### config.mk
export PLATFORM = sky130hd
export DESIGN_NAME = ip_hdr_sched
export DESIGN_NICKNAME = d
export VERILOG_FILES = /design/src/rtl/ip_hdr_sched.sv
export SDC_FILE = /design/constraint.sdc
export NUM_CORES = 1
export LEC_CHECK = 0
export BUFFER_PORTS_ARGS = -buffer_cell sky130_fd_sc_hd__buf_2
export CAP_MARGIN = 30
export CORE_ASPECT_RATIO = 1.4
export CORE_MARGIN = 2
export CORE_UTILIZATION = 46
export CTS_CLUSTER_DIAMETER = 200
export DETAILED_ROUTE_END_ITERATION = 10
export GPL_TIMING_DRIVEN = 0
export MAX_ROUTING_LAYER = met4
export PLACE_DENSITY = 0.79
export SLEW_MARGIN = 20
export SYNTH_ARGS = -nofsm -noshare
export SYNTH_HDL_FRONTEND = slang
export SYNTH_SLANG_ARGS = --single-unit
### constraint.sdc
create_clock -name i_clk -period 2.1 [get_ports i_clk]
set_input_delay 0.315 -clock i_clk [delete_from_list [all_inputs] [get_ports i_clk]]
set_output_delay 0.315 -clock i_clk [all_outputs]
set_load 0.02 [all_outputs]
### src/rtl/ip_hdr_sched.sv
// ip_hdr_sched: arbitrates cfg and two tx channels onto a single IP header builder and locks its buffer to the tx owner.
module ip_hdr_sched #(
  parameter int TIMEOUT_CYCLES = 64
) (
  input  logic        i_clk,
  input  logic        i_rst,
  input  logic        i_cfg_valid,
  input  logic        i_cfg_sel,
  input  logic [31:0] i_cfg_ip,
  output logic        o_cfg_ack,
  output logic        o_cfg_done,
  input  logic        i_tx0_req,
  input  logic [15:0] i_tx0_len,
  output logic        o_tx0_ack,
  output logic        o_tx0_done,
  input  logic        i_tx0_release,
  input  logic        i_tx1_req,
  input  logic [15:0] i_tx1_len,
  output logic        o_tx1_ack,
  output logic        o_tx1_done,
  input  logic        i_tx1_release,
  output logic        o_err,
  output logic        o_hb_trig,
  output logic        o_hb_set_local,
  output logic        o_hb_set_dest,
  output logic [15:0] o_hb_len,
  output logic [7:0]  o_hb_ip0,
  output logic [7:0]  o_hb_ip1,
  output logic [7:0]  o_hb_ip2,
  output logic [7:0]  o_hb_ip3,
  input  logic        i_hb_ready,
  output logic        o_busy,
  output logic [1:0]  o_owner
);
  typedef enum logic [2:0] {IDLE, STROBE, WAIT, HOLD, GAP} state_t;
  state_t state, state_n;
  logic [7:0] timer, timer_n;
  logic rr, rr_n, sel, sel_n;
  logic [31:0] ip_q, ip_n;
  logic [15:0] len_n;
  logic [1:0] owner_n;
  logic cfg_ack_n, cfg_done_n, tx0_ack_n, tx0_done_n, tx1_ack_n, tx1_done_n;
  logic err_n, trig_n, set_local_n, set_dest_n, busy_n;
  logic tx_pick, timeout;
  // rr = 1 gives tx1 the tie; it flips to the other channel after a successful build
  assign tx_pick = i_tx1_req && (!i_tx0_req || rr);
  assign timeout = timer == 8'(TIMEOUT_CYCLES - 1);
  assign {o_hb_ip0, o_hb_ip1, o_hb_ip2, o_hb_ip3} = ip_q;
  always_comb begin
    state_n = state;
    timer_n = timer;
    rr_n = rr;
    sel_n = sel;
    ip_n = ip_q;
    len_n = o_hb_len;
    owner_n = o_owner;
    {cfg_ack_n, cfg_done_n, tx0_ack_n, tx0_done_n, tx1_ack_n, tx1_done_n} = '0;
    {err_n, trig_n, set_local_n, set_dest_n} = '0;
    case (state)
      IDLE: begin
        if (i_cfg_valid) begin
          owner_n = 2'd1;
          sel_n = i_cfg_sel;
          ip_n = i_cfg_ip;
          state_n = STROBE;
        end else if (i_tx0_req || i_tx1_req) begin
          owner_n = tx_pick ? 2'd3 : 2'd2;
          len_n = tx_pick ? i_tx1_len : i_tx0_len;
          state_n = STROBE;
        end
      end
      STROBE: begin
        trig_n = o_owner[1];
        set_local_n = o_owner == 2'd1 && !sel;
        set_dest_n = o_owner == 2'd1 && sel;
        cfg_ack_n = o_owner == 2'd1;
        tx0_ack_n = o_owner == 2'd2;
        tx1_ack_n = o_owner == 2'd3;
        timer_n = '0;
        state_n = WAIT;
      end
      WAIT: begin
        if (i_hb_ready || timeout) begin
          cfg_done_n = o_owner == 2'd1;
          tx0_done_n = o_owner == 2'd2;
          tx1_done_n = o_owner == 2'd3;
          err_n = !i_hb_ready;
          if (i_hb_ready && o_owner[1]) begin
            state_n = HOLD;
            rr_n = o_owner == 2'd2;
          end else begin
            state_n = GAP;
            owner_n = '0;
          end
        end else timer_n = timer + 8'd1;
      end
      HOLD: begin
        if ((o_owner == 2'd2 && i_tx0_release) || (o_owner == 2'd3 && i_tx1_release)) begin
          state_n = GAP;
          owner_n = '0;
        end
      end
      GAP: state_n = IDLE;
      default: state_n = IDLE;
    endcase
    busy_n = state_n != IDLE;
  end
  always_ff @(posedge i_clk) begin
    if (i_rst) begin
      state <= IDLE;
      timer <= '0;
      rr <= 1'b0;
      sel <= 1'b0;
      ip_q <= '0;
      o_hb_len <= '0;
      o_owner <= '0;
      o_busy <= 1'b0;
      {o_cfg_ack, o_cfg_done, o_tx0_ack, o_tx0_done, o_tx1_ack, o_tx1_done} <= '0;
      {o_err, o_hb_trig, o_hb_set_local, o_hb_set_dest} <= '0;
    end else begin
      state <= state_n;
      timer <= timer_n;
      rr <= rr_n;
      sel <= sel_n;
      ip_q <= ip_n;
      o_hb_len <= len_n;
      o_owner <= owner_n;
      o_busy <= busy_n;
      {o_cfg_ack, o_cfg_done, o_tx0_ack, o_tx0_done, o_tx1_ack, o_tx1_done} <=
        {cfg_ack_n, cfg_done_n, tx0_ack_n, tx0_done_n, tx1_ack_n, tx1_done_n};
      {o_err, o_hb_trig, o_hb_set_local, o_hb_set_dest} <= {err_n, trig_n, set_local_n, set_dest_n};
    end
  end
endmodule
Word-level counts from Yosys, hierarchy flattened. Cells that the tools add are included.

Bits in registers: 74. Latch bits: 0. Memory bits (writable): 0. ROM bits: 0. Input bits: 73. Logic and storage cells: 75. Memories: 0.

Add/subtract/negate cells: 1. $mul: 0. Div/mod/pow operators: 0. Order comparisons: 0. Equal/unequal tests: 12. Shift-type cells: 0. Muxes and demuxes: 16. Bitwise gates (word level): 4. Reductions and logical operators: 24.

Operators by type and width (number): $mux W16 (1); $pmux W8 S2 (1); $mux W3 (5); $pmux W3 S4 (1); $mux W2 (5); $add A8 B1 Y8 const B (1); $eq A8 B6 Y1 const B (1); $mux W8 (1); $ne A2 B2 Y1 const B (4); $eq A3 B2 Y1 const B (2); $logic_and A1 B1 Y1 (6); $pmux W2 S3 (1); $reduce_and A3 Y1 (2); $reduce_bool A3 Y1 (2); $reduce_and A5 Y1 (1); $eq A2 B2 Y1 const B (2); $logic_or A1 B1 Y1 (4); $not A1 Y1 (4); $reduce_and A2 Y1 (2); $eq A3 B1 Y1 const B (1); $logic_not A1 Y1 (3); $logic_not A3 Y1 (1); $ne A3 B3 Y1 const B (1); $reduce_or A3 Y1 (1); other kinds (4) (4).

Depth between registers and ports, before layout. Gate-level depths: netlist (run 1).

Depth in word-level cells: 7. Mapped depth: 7. Mapped depth without buffers: 5.

Worst setup path after synthesis (run 1). Ideal clock, no wire load.

Path kind: register to register. Start point: register timer[0]. End point: register timer[4]. Setup time: 0.126 ns. Data arrival time: 1.502 ns. Setup slack: 0.472 ns. Stages on the path, launching flop included: 6. Buffers on the path: 0. Clock period less this slack: 1.628 ns. Cells stage by stage: dfxtp_1 > ha_1 > or3b_1 > o21a_1 > nor2_2 > o31ai_1.

Cells in the longest elaborated chain, start to end: 4. Elaborated cells between the ends (all ways): 7. Classes of those cells: add/sub (1); eq/ne (2); mux (2); reduce/logical (2).

Ends and longest elaborated chain: from (decl) (RTL line 37) `logic [7:0] timer, timer_n;`; from (signal assigned) (RTL line 122) `timer <= timer_n;`; branches (longest 4 deep; another with $add A8 B1 Y8).

Several ways; the timed one is not identified. The select of a mux whose other input is x is not followed. A chain may end at the register's enable or synchronous reset.

Worst setup path in the final report (run 1).
Start point: register timer[0]. End point: register o_busy.

Cells in the longest elaborated chain, start to end: 5.

Ends and longest elaborated chain: $eq A8 B6 Y1 (RTL line 47) `assign timeout = timer == 8'(TIMEOUT_CYCLES - 1);`; $logic_or A1 B1 Y1 (RTL line 83) `if (i_hb_ready || timeout) begin`; $mux W3 (RTL line 83); $pmux W3 S4 (RTL line 59) `case (state)`; $reduce_bool A3 Y1 (RTL line 106) `busy_n = state_n != IDLE;`; to (signal assigned) (RTL line 128) `o_busy <= busy_n;`; to (decl) (RTL line 32) `output logic o_busy,`.

No other way between the ends.

==> results_dict.tcl, run 1 <==
set metrics [dict create \
    fmaxAchievable_mhz 518 \
    yosys_warnings 0 \
    r2r_slack_ns 0.17 \
    cp_data_arrival_time_ns 2.14 \
    combined_global_route_utilization_of_all_metal_layers_pct 22.9 \
    yosys.area.top_type "sky130_fd_sc_hd__dfxtp_1" \
    number_of_remaining_drc_errors 0 \
    count_of_endpoints_failing_hold_in_the_final_timing_report 0 \
    yosys_register_bits 74 \
    pin_count 134 \
    routed_wirelength_mm 7.39 \
    whs_ns 0.192 \
    static_leakage_nw 1.87 \
    cts_htree_levels 3 \
    worst_setup_hold_path_clk_slew_ns 0.08 \
    grt_first_pass_wirelength_mm 12.5 \
    via_count_of_the_first_global_routing_pass 2838 \
    cp_slowest_cell "sky130_fd_sc_hd__or3b_1" \
    path_buf_inv 0 \
    clock_insertion_delay_at_the_later_pin_of_the_skew_report_ns 0.35 \
    grt_overflow 0 \
    finalWorstPathRequiredPeriod_ns 1.93 \
    mappedNetlistArea_sq_um 2940 \
    layout.cells.most_common "sky130_fd_sc_hd__buf_2" \
    cp.required_ns 2.31 \
    start_util_pct 47.3 \
    placedCellCount 537 \
    finish.net_count 550 \
    clock-root-buffer "sky130_fd_sc_hd__clkbuf_8" \
    crit_chain "ha_1 > or3b_1 > o21a_1 > nor2_2 > a31oi_1" \
    cts.path.max_buffers 2 \
    synth.lib_cells_used.distinct 45 \
    setup.worst_path.end_class "register" \
    cts.repair_timing.setup_buffer_count 0 \
    post_route_cells_drive_above_1_share_pct 34.5 \
    fin_skew_ns 0.0101 \
    synth_top_cell_area_share_pct 50.5 \
    cpPeakStageDelay_ns 0.43 \
    cp.depth 5 \
    numPortBuffers 133 \
    drt_iter0_markers 233 \
    fin_crit_sh_pct 91.8 \
    syn_area_per_cell_sq_um 8.84 \
    dpl.hpwl_mm 5.58 \
    antenna_violating_nets_post_route 0 \
    synth_area_leaders "sky130_fd_sc_hd__dfxtp_1 (50%), sky130_fd_sc_hd__nand2_1 (9.2%), sky130_fd_sc_hd__a21oi_1 (6.5%)" \
    worst_r2r_endpoint "o_busy" \
    die_w_um 71.5 \
    finalSetupViolations 0 \
    run_status "completed" \
    cts_resized 0 \
    r2r_start "timer[0]" \
    wl_per_cell_um 13.4 \
    seq_area_frac_synth_pct 50.5 \
    setup_tns_ns 0 \
    most-common-layout-cells "sky130_fd_sc_hd__buf_2 (141), sky130_fd_sc_hd__dfxtp_1 (74), sky130_fd_sc_hd__nand2_1 (72)" \
    die_y_um 98.5 \
    detail_route.vias_per_cell 5.21 \
    grt_antenna_before_repair 0 \
    startpoint_type_of_the_worst_setup_path "register" \
    cts_tree "yes" \
    fin_cells 553 \
    cts_sinks 74 \
    critical_path.endpoint "o_busy" \
    die_area_sq_um 7040 \
    mappedNetlistNets 406 \
    syn_inst 332 \
    unrepaired_setup_endpoints_after_global_routing "false" \
    number_of_buffers_inserted_by_hold_repair_at_cts 0 \
    flow.area_growth_from_synthesis_pct 32.4 \
    drv.max_cap_violation_count 0 \
    worst_r2r_path_depth 5 \
    path_class "reg2reg" \
    cts_buffers 9 \
    power-per-cell-area_nw_per_um2 939 \
    worstPathMaxFanout 6 \
    place.gp.congestion 0.882 \
    worstHoldPathType "in2reg" \
    final.fill_count 531 \
    core_area_sq_um 6210 \
    worstMarginPinSlew_ns 0.486 \
    ant_diodes 0 \
    pin_count_of_the_biggest_net_entering_global_routing 14 \
    final-max-slew-violation-count 0 \
    vdd_ir_drop_max_uv 606 \
    path_delay_family "simple AND/OR/NAND/NOR gates" \
    route.vias.total 2882 \
    relSlewSlack_pct 67.6 \
    multi_input_area_sq_um 1350 \
    worst_setup_path_startpoint "timer[0]" \
    sequential_cell_area_sq_um 1480 \
    dr.pass1.iters 4 \
    row_count 34 \
]
power by group:
| group | internal, mW | total (mW) | leakage, nW | switching (mW) |
|---|---|---|---|---|
| Sequential | 1.55 | 1.64 | 0.605 | 0.0919 |
| Clock | 0.551 | 1.08 | 0.0925 | 0.534 |
| Combinational | 0.335 | 0.920 | 1.17 | 0.584 |
| Total | 2.44 | 3.65 | 1.87 | 1.21 |
how the worst min path moves through the flow:
stage                             from        endpoint  slack [ns]  cells past startpoint
final                     i_cfg_ip[30]        ip_q[30]        0.19                      3
after global routing      i_cfg_ip[26]        ip_q[26]        0.19                      3
after CTS                 i_cfg_ip[20]        ip_q[20]        0.18                      3
after detailed placement           sel  o_hb_set_local        0.43                      1
after global placement             sel  o_hb_set_local        0.41                      1
after floorplan             i_hb_ready           o_err        0.39                      1
tightest hold or removal path: stages:
cell,delay [ns]
sky130_fd_sc_hd__buf_2,0.10
sky130_fd_sc_hd__nand2_1,0.04
sky130_fd_sc_hd__a21oi_1,0.05
final cells by class:
cell class                 instances  area share, %
sequential                        74           38.1
multi-input combinational        234           34.7
timing repair buffer             133           17.1
clock buffer                      10           3.28
tap                               72           2.32
buffer                            18           2.09
clock inverter                     6           1.74
inverter                           6          0.580
through the flow:
step                      power (mW)  worst slack, ns  util (%)  instance area, sq um
final                           3.65            0.171      62.6                  3890
after global placement          2.58            0.162      59.4                  3690
after floorplan                 2.27            0.472         -                  2940
after CTS                       3.68            0.142      62.6                  3890
after detailed placement        2.60            0.170      59.4                  3690
after global routing            3.83          0.00970      62.6                  3890
metal layers:
| metal | global-route usage [%] | part of all wire [%] | vias to the layer above |
|---|---|---|---|
| li1 | - | - | 1441 |
| met1 | 25.5 | 40 | 1330 |
| met2 | 39.0 | 52 | 93 |
| met3 | 4.40 | 4.8 | 18 |
| met4 | 10.2 | 2.6 | 0 |
| met5 | - | 0 | - |
cells in the mapped netlist, drive strengths merged:
cell type,count
and2,2
nor4b,1
o21a,2
or3,5
ha,1
mux2,1
o21ba,1
nand2,72
and4b,1
inv,6
or2,1
and3,2
o31ai,5
o211a,2
nand4,2
o21ai,3
o2111ai,4
a211o,1
a32oi,1
a22o,1
a31oi,2
nor2b,3
o211ai,2
a211oi,16
clkbuf,9
mux2i,18
or3b,1
nor3b,2
nand2b,3
and2b,1
and4,1
a21oi,38
a21boi,1
nor2,26
nor3,5
buf,9
dfxtp,74
nand3,7
cells by family after synthesis:
| group | Yosys count | synth area share, % |
|---|---|---|
| flops | 74 | 50.5 |
| simple gates | 135 | 21.4 |
| mux | 19 | 6.52 |
| fa+ha+maj | 1 | 0.426 |
| compound gates | 79 | 17.7 |
| buf+inv | 24 | 3.54 |
state kept, by name, indices dropped and copies added, names as in the netlist, 2 cells and up:
register	cells
timer	8
o_owner	2
o_hb_len	16
state	3
ip_q	32
No activity file was read; power rests on OpenSTA's default activity.
==> inputs of run 2 (changes only) <==
--- a/config.mk
+++ b/config.mk
@@ -7,14 +7,16 @@
 export LEC_CHECK = 0
 export BUFFER_PORTS_ARGS = -buffer_cell sky130_fd_sc_hd__buf_2
 export CAP_MARGIN = 30
+export CELL_PAD_IN_SITES_DETAIL_PLACEMENT = 2
+export CELL_PAD_IN_SITES_GLOBAL_PLACEMENT = 2
 export CORE_ASPECT_RATIO = 1.4
 export CORE_MARGIN = 2
-export CORE_UTILIZATION = 46
+export CORE_UTILIZATION = 26
 export CTS_CLUSTER_DIAMETER = 200
 export DETAILED_ROUTE_END_ITERATION = 10
 export GPL_TIMING_DRIVEN = 0
 export MAX_ROUTING_LAYER = met4
-export PLACE_DENSITY = 0.79
+export PLACE_DENSITY_LB_ADDON = 0.1
 export SLEW_MARGIN = 20
 export SYNTH_ARGS = -nofsm -noshare
 export SYNTH_HDL_FRONTEND = slang
==> run 2 against run 1 <==
Effect of this change: via count increased by 2.9%; routed wire length grew 31%; sequential share of layout area down 1.7 points; maximum frequency fell by 0.29%; setup slack got worse by 0.0056 ns; register-to-register slack about the same; non-clock buffer count unchanged; utilization fell by 25 points; cell count grew 13%; hold slack improved by 0.018 ns.
==> results_dict.tcl, run 2 (synthesized netlist as in run 1, its figures left out) <==
set metrics [dict create \
    run_status "completed" \
    layout_top_registers "ip_q x32, o_hb_len x16, timer x8" \
    relSlewSlack_pct 65.9 \
    finish.net_count 550 \
    static_leakage_nw 1.91 \
    routed_wirelength_mm 9.65 \
    path_class "reg2reg" \
    cts_tree "yes" \
    drv.max_cap_violation_count 0 \
    combinational_group_share_of_total_power_pct 23.6 \
    count_of_endpoints_failing_hold_in_the_final_timing_report 0 \
    cts.path.max_buffers 2 \
    cp_data_arrival_time_ns 2.14 \
    wl_per_cell_um 15.5 \
    fin_cells 624 \
    core_area_sq_um 10900 \
    setup_tns_ns 0 \
    grt_overflow 0 \
    pin_count_of_the_biggest_net_entering_global_routing 15 \
    largest_register_ff_count 32 \
    placedCellCount 606 \
    power_frac_seq_pct 40.7 \
    detail_route.vias_per_cell 4.75 \
    layout.cells.most_common "sky130_fd_sc_hd__buf_2" \
    flow.area_growth_from_synthesis_pct 38.5 \
    cts.repair_timing.setup_buffer_count 0 \
    clock_insertion_delay_at_the_later_pin_of_the_skew_report_ns 0.34 \
    setup.worst_path.end_class "register" \
    power.share.switching_pct 33.3 \
    cp.required_ns 2.31 \
    route.vias.total 2965 \
    die_y_um 130 \
    die_area_sq_um 12200 \
    grt_antenna_before_repair 1 \
    finalSetupViolations 0 \
    finalWorstPathRequiredPeriod_ns 1.93 \
    post_route_cells_drive_above_1_share_pct 34.7 \
    fmaxAchievable_mhz 517 \
    worst_setup_hold_path_clk_slew_ns 0.06 \
    max_flop_register "ip_q" \
    fin_util_pct 37.2 \
    drt_iter0_markers 76 \
    power-per-cell-area_nw_per_um2 996 \
    crit_chain "ha_1 > or3b_1 > o21a_1 > nor2_4 > a31oi_1" \
    number_of_buffers_inserted_by_hold_repair_at_cts 0 \
    total_switching_power_mw 1.35 \
    whs_ns 0.210 \
    vdd_ir_drop_max_uv 384 \
    unrepaired_setup_endpoints_after_global_routing "false" \
    worstHoldPathType "in2reg" \
    row_count 45 \
    start_util_pct 26.9 \
    cp_slowest_cell "sky130_fd_sc_hd__or3b_1" \
    via_count_of_the_first_global_routing_pass 3167 \
    die_w_um 93.8 \
    dpl.hpwl_mm 7.46 \
    combined_global_route_utilization_of_all_metal_layers_pct 16.7 \
    cts_sinks 74 \
    numPortBuffers 133 \
    grt_first_pass_wirelength_mm 15.4 \
    final.fill_count 1313 \
    cts_buffers 9 \
    fin_crit_sh_pct 92.1 \
    worstMarginPinSlew_ns 0.512 \
    cpPeakStageDelay_ns 0.44 \
    cts_htree_levels 3 \
    clock-root-buffer "sky130_fd_sc_hd__clkbuf_16" \
    dr.pass1.iters 3 \
    number_of_remaining_drc_errors 0 \
    internal_power_mw 2.70 \
    pin_count 134 \
    final_design_area_no_fill_sq_um 4070 \
    worstPathMaxFanout 6 \
    fin_skew_ns 0.00771 \
    pwr-share-clk_pct 35.7 \
    final-max-slew-violation-count 0 \
    place.gp.congestion 0.729 \
    most-common-layout-cells "sky130_fd_sc_hd__buf_2 (141), sky130_fd_sc_hd__dfxtp_1 (74), sky130_fd_sc_hd__nand2_1 (72)" \
    dpl_cell_area_sq_um 3780 \
    startpoint_type_of_the_worst_setup_path "register" \
    antenna_violating_nets_post_route 0 \
]
[run 2: cell types whose count changed in the layout (fill, tap and decap cells not counted), moves of 2 or more]
cell	delta
sky130_fd_sc_hd__diode_2	+2
sky130_fd_sc_hd__inv_6	+2
sky130_fd_sc_hd__clkbuf_16	+9
sky130_fd_sc_hd__clkbuf_8	-9
[run 2: layout make-up]
class / count / area (sq um) / share of cell area [%]
multi-input cells: 234 / 1360 / 33.3
clock buffers: 9 / 225 / 5.54
inverters: 6 / 22.5 / 0.554
clock inverters: 7 / 52.6 / 1.29
plain buffers: 18 / 81.3 / 2.00
flip-flops and latches: 74 / 1480 / 36.4
well taps: 141 / 176 / 4.34
repair buffers: 133 / 666 / 16.4
diodes: 2 / 5.00 / 0.123
[run 2: path summary, 6_finish.rpt]
path | endpoint | from | slack (ns) | depth (start not counted)
worst max-delay path | o_busy | timer[0] | 0.17 | 5
worst min-delay path | ip_q[28] | i_cfg_ip[28] | 0.21 | 3
worst max register to register | o_busy | timer[0] | 0.17 | 5
worst min register to register | o_hb_set_local | sel | 0.44 | 1
[run 2: worst max-delay path: cells and delay by family (launching register included)]
family,cells,cell delay (ns)
AND/OR/NAND/NOR,2,0.66
flip-flops,1,0.43
AO/OA/AOI/OAI,2,0.40
adder cells (fa/ha/maj),1,0.31
[run 2: timing repair]
item	CTS	global route
setup endpoints to repair	0	1
gates resized for setup	0	1
endpoints found under the hold margin	0	0
[run 2: metal layers]
metal	GRT usage [%]	vias to the layer above	wire length, um
li1	-	1447	-
met1	17.5	1427	3790
met2	29.7	80	5210
met3	4.27	11	503
met4	6.82	0	144
met5	-	-	0
[run 2: power groups by stage]
stage	Combinational (mW)	Sequential (mW)	Clock [mW]
floorplan	0.435	1.83	0
global placement	0.947	1.67	0
detailed placement	0.974	1.68	0
CTS	0.979	1.65	1.49
global route	1.06	1.67	1.57
finish	0.954	1.65	1.45
[run 2: metrics by stage]
step	worst slack (ns)	power (mW)
2_1_floorplan	0.472	2.27
3_3_place_gp	0.0770	2.62
3_5_place_dp	0.0781	2.66
4_1_cts	0.0510	4.12
5_1_grt	0.0471	4.30
6_report	0.166	4.05
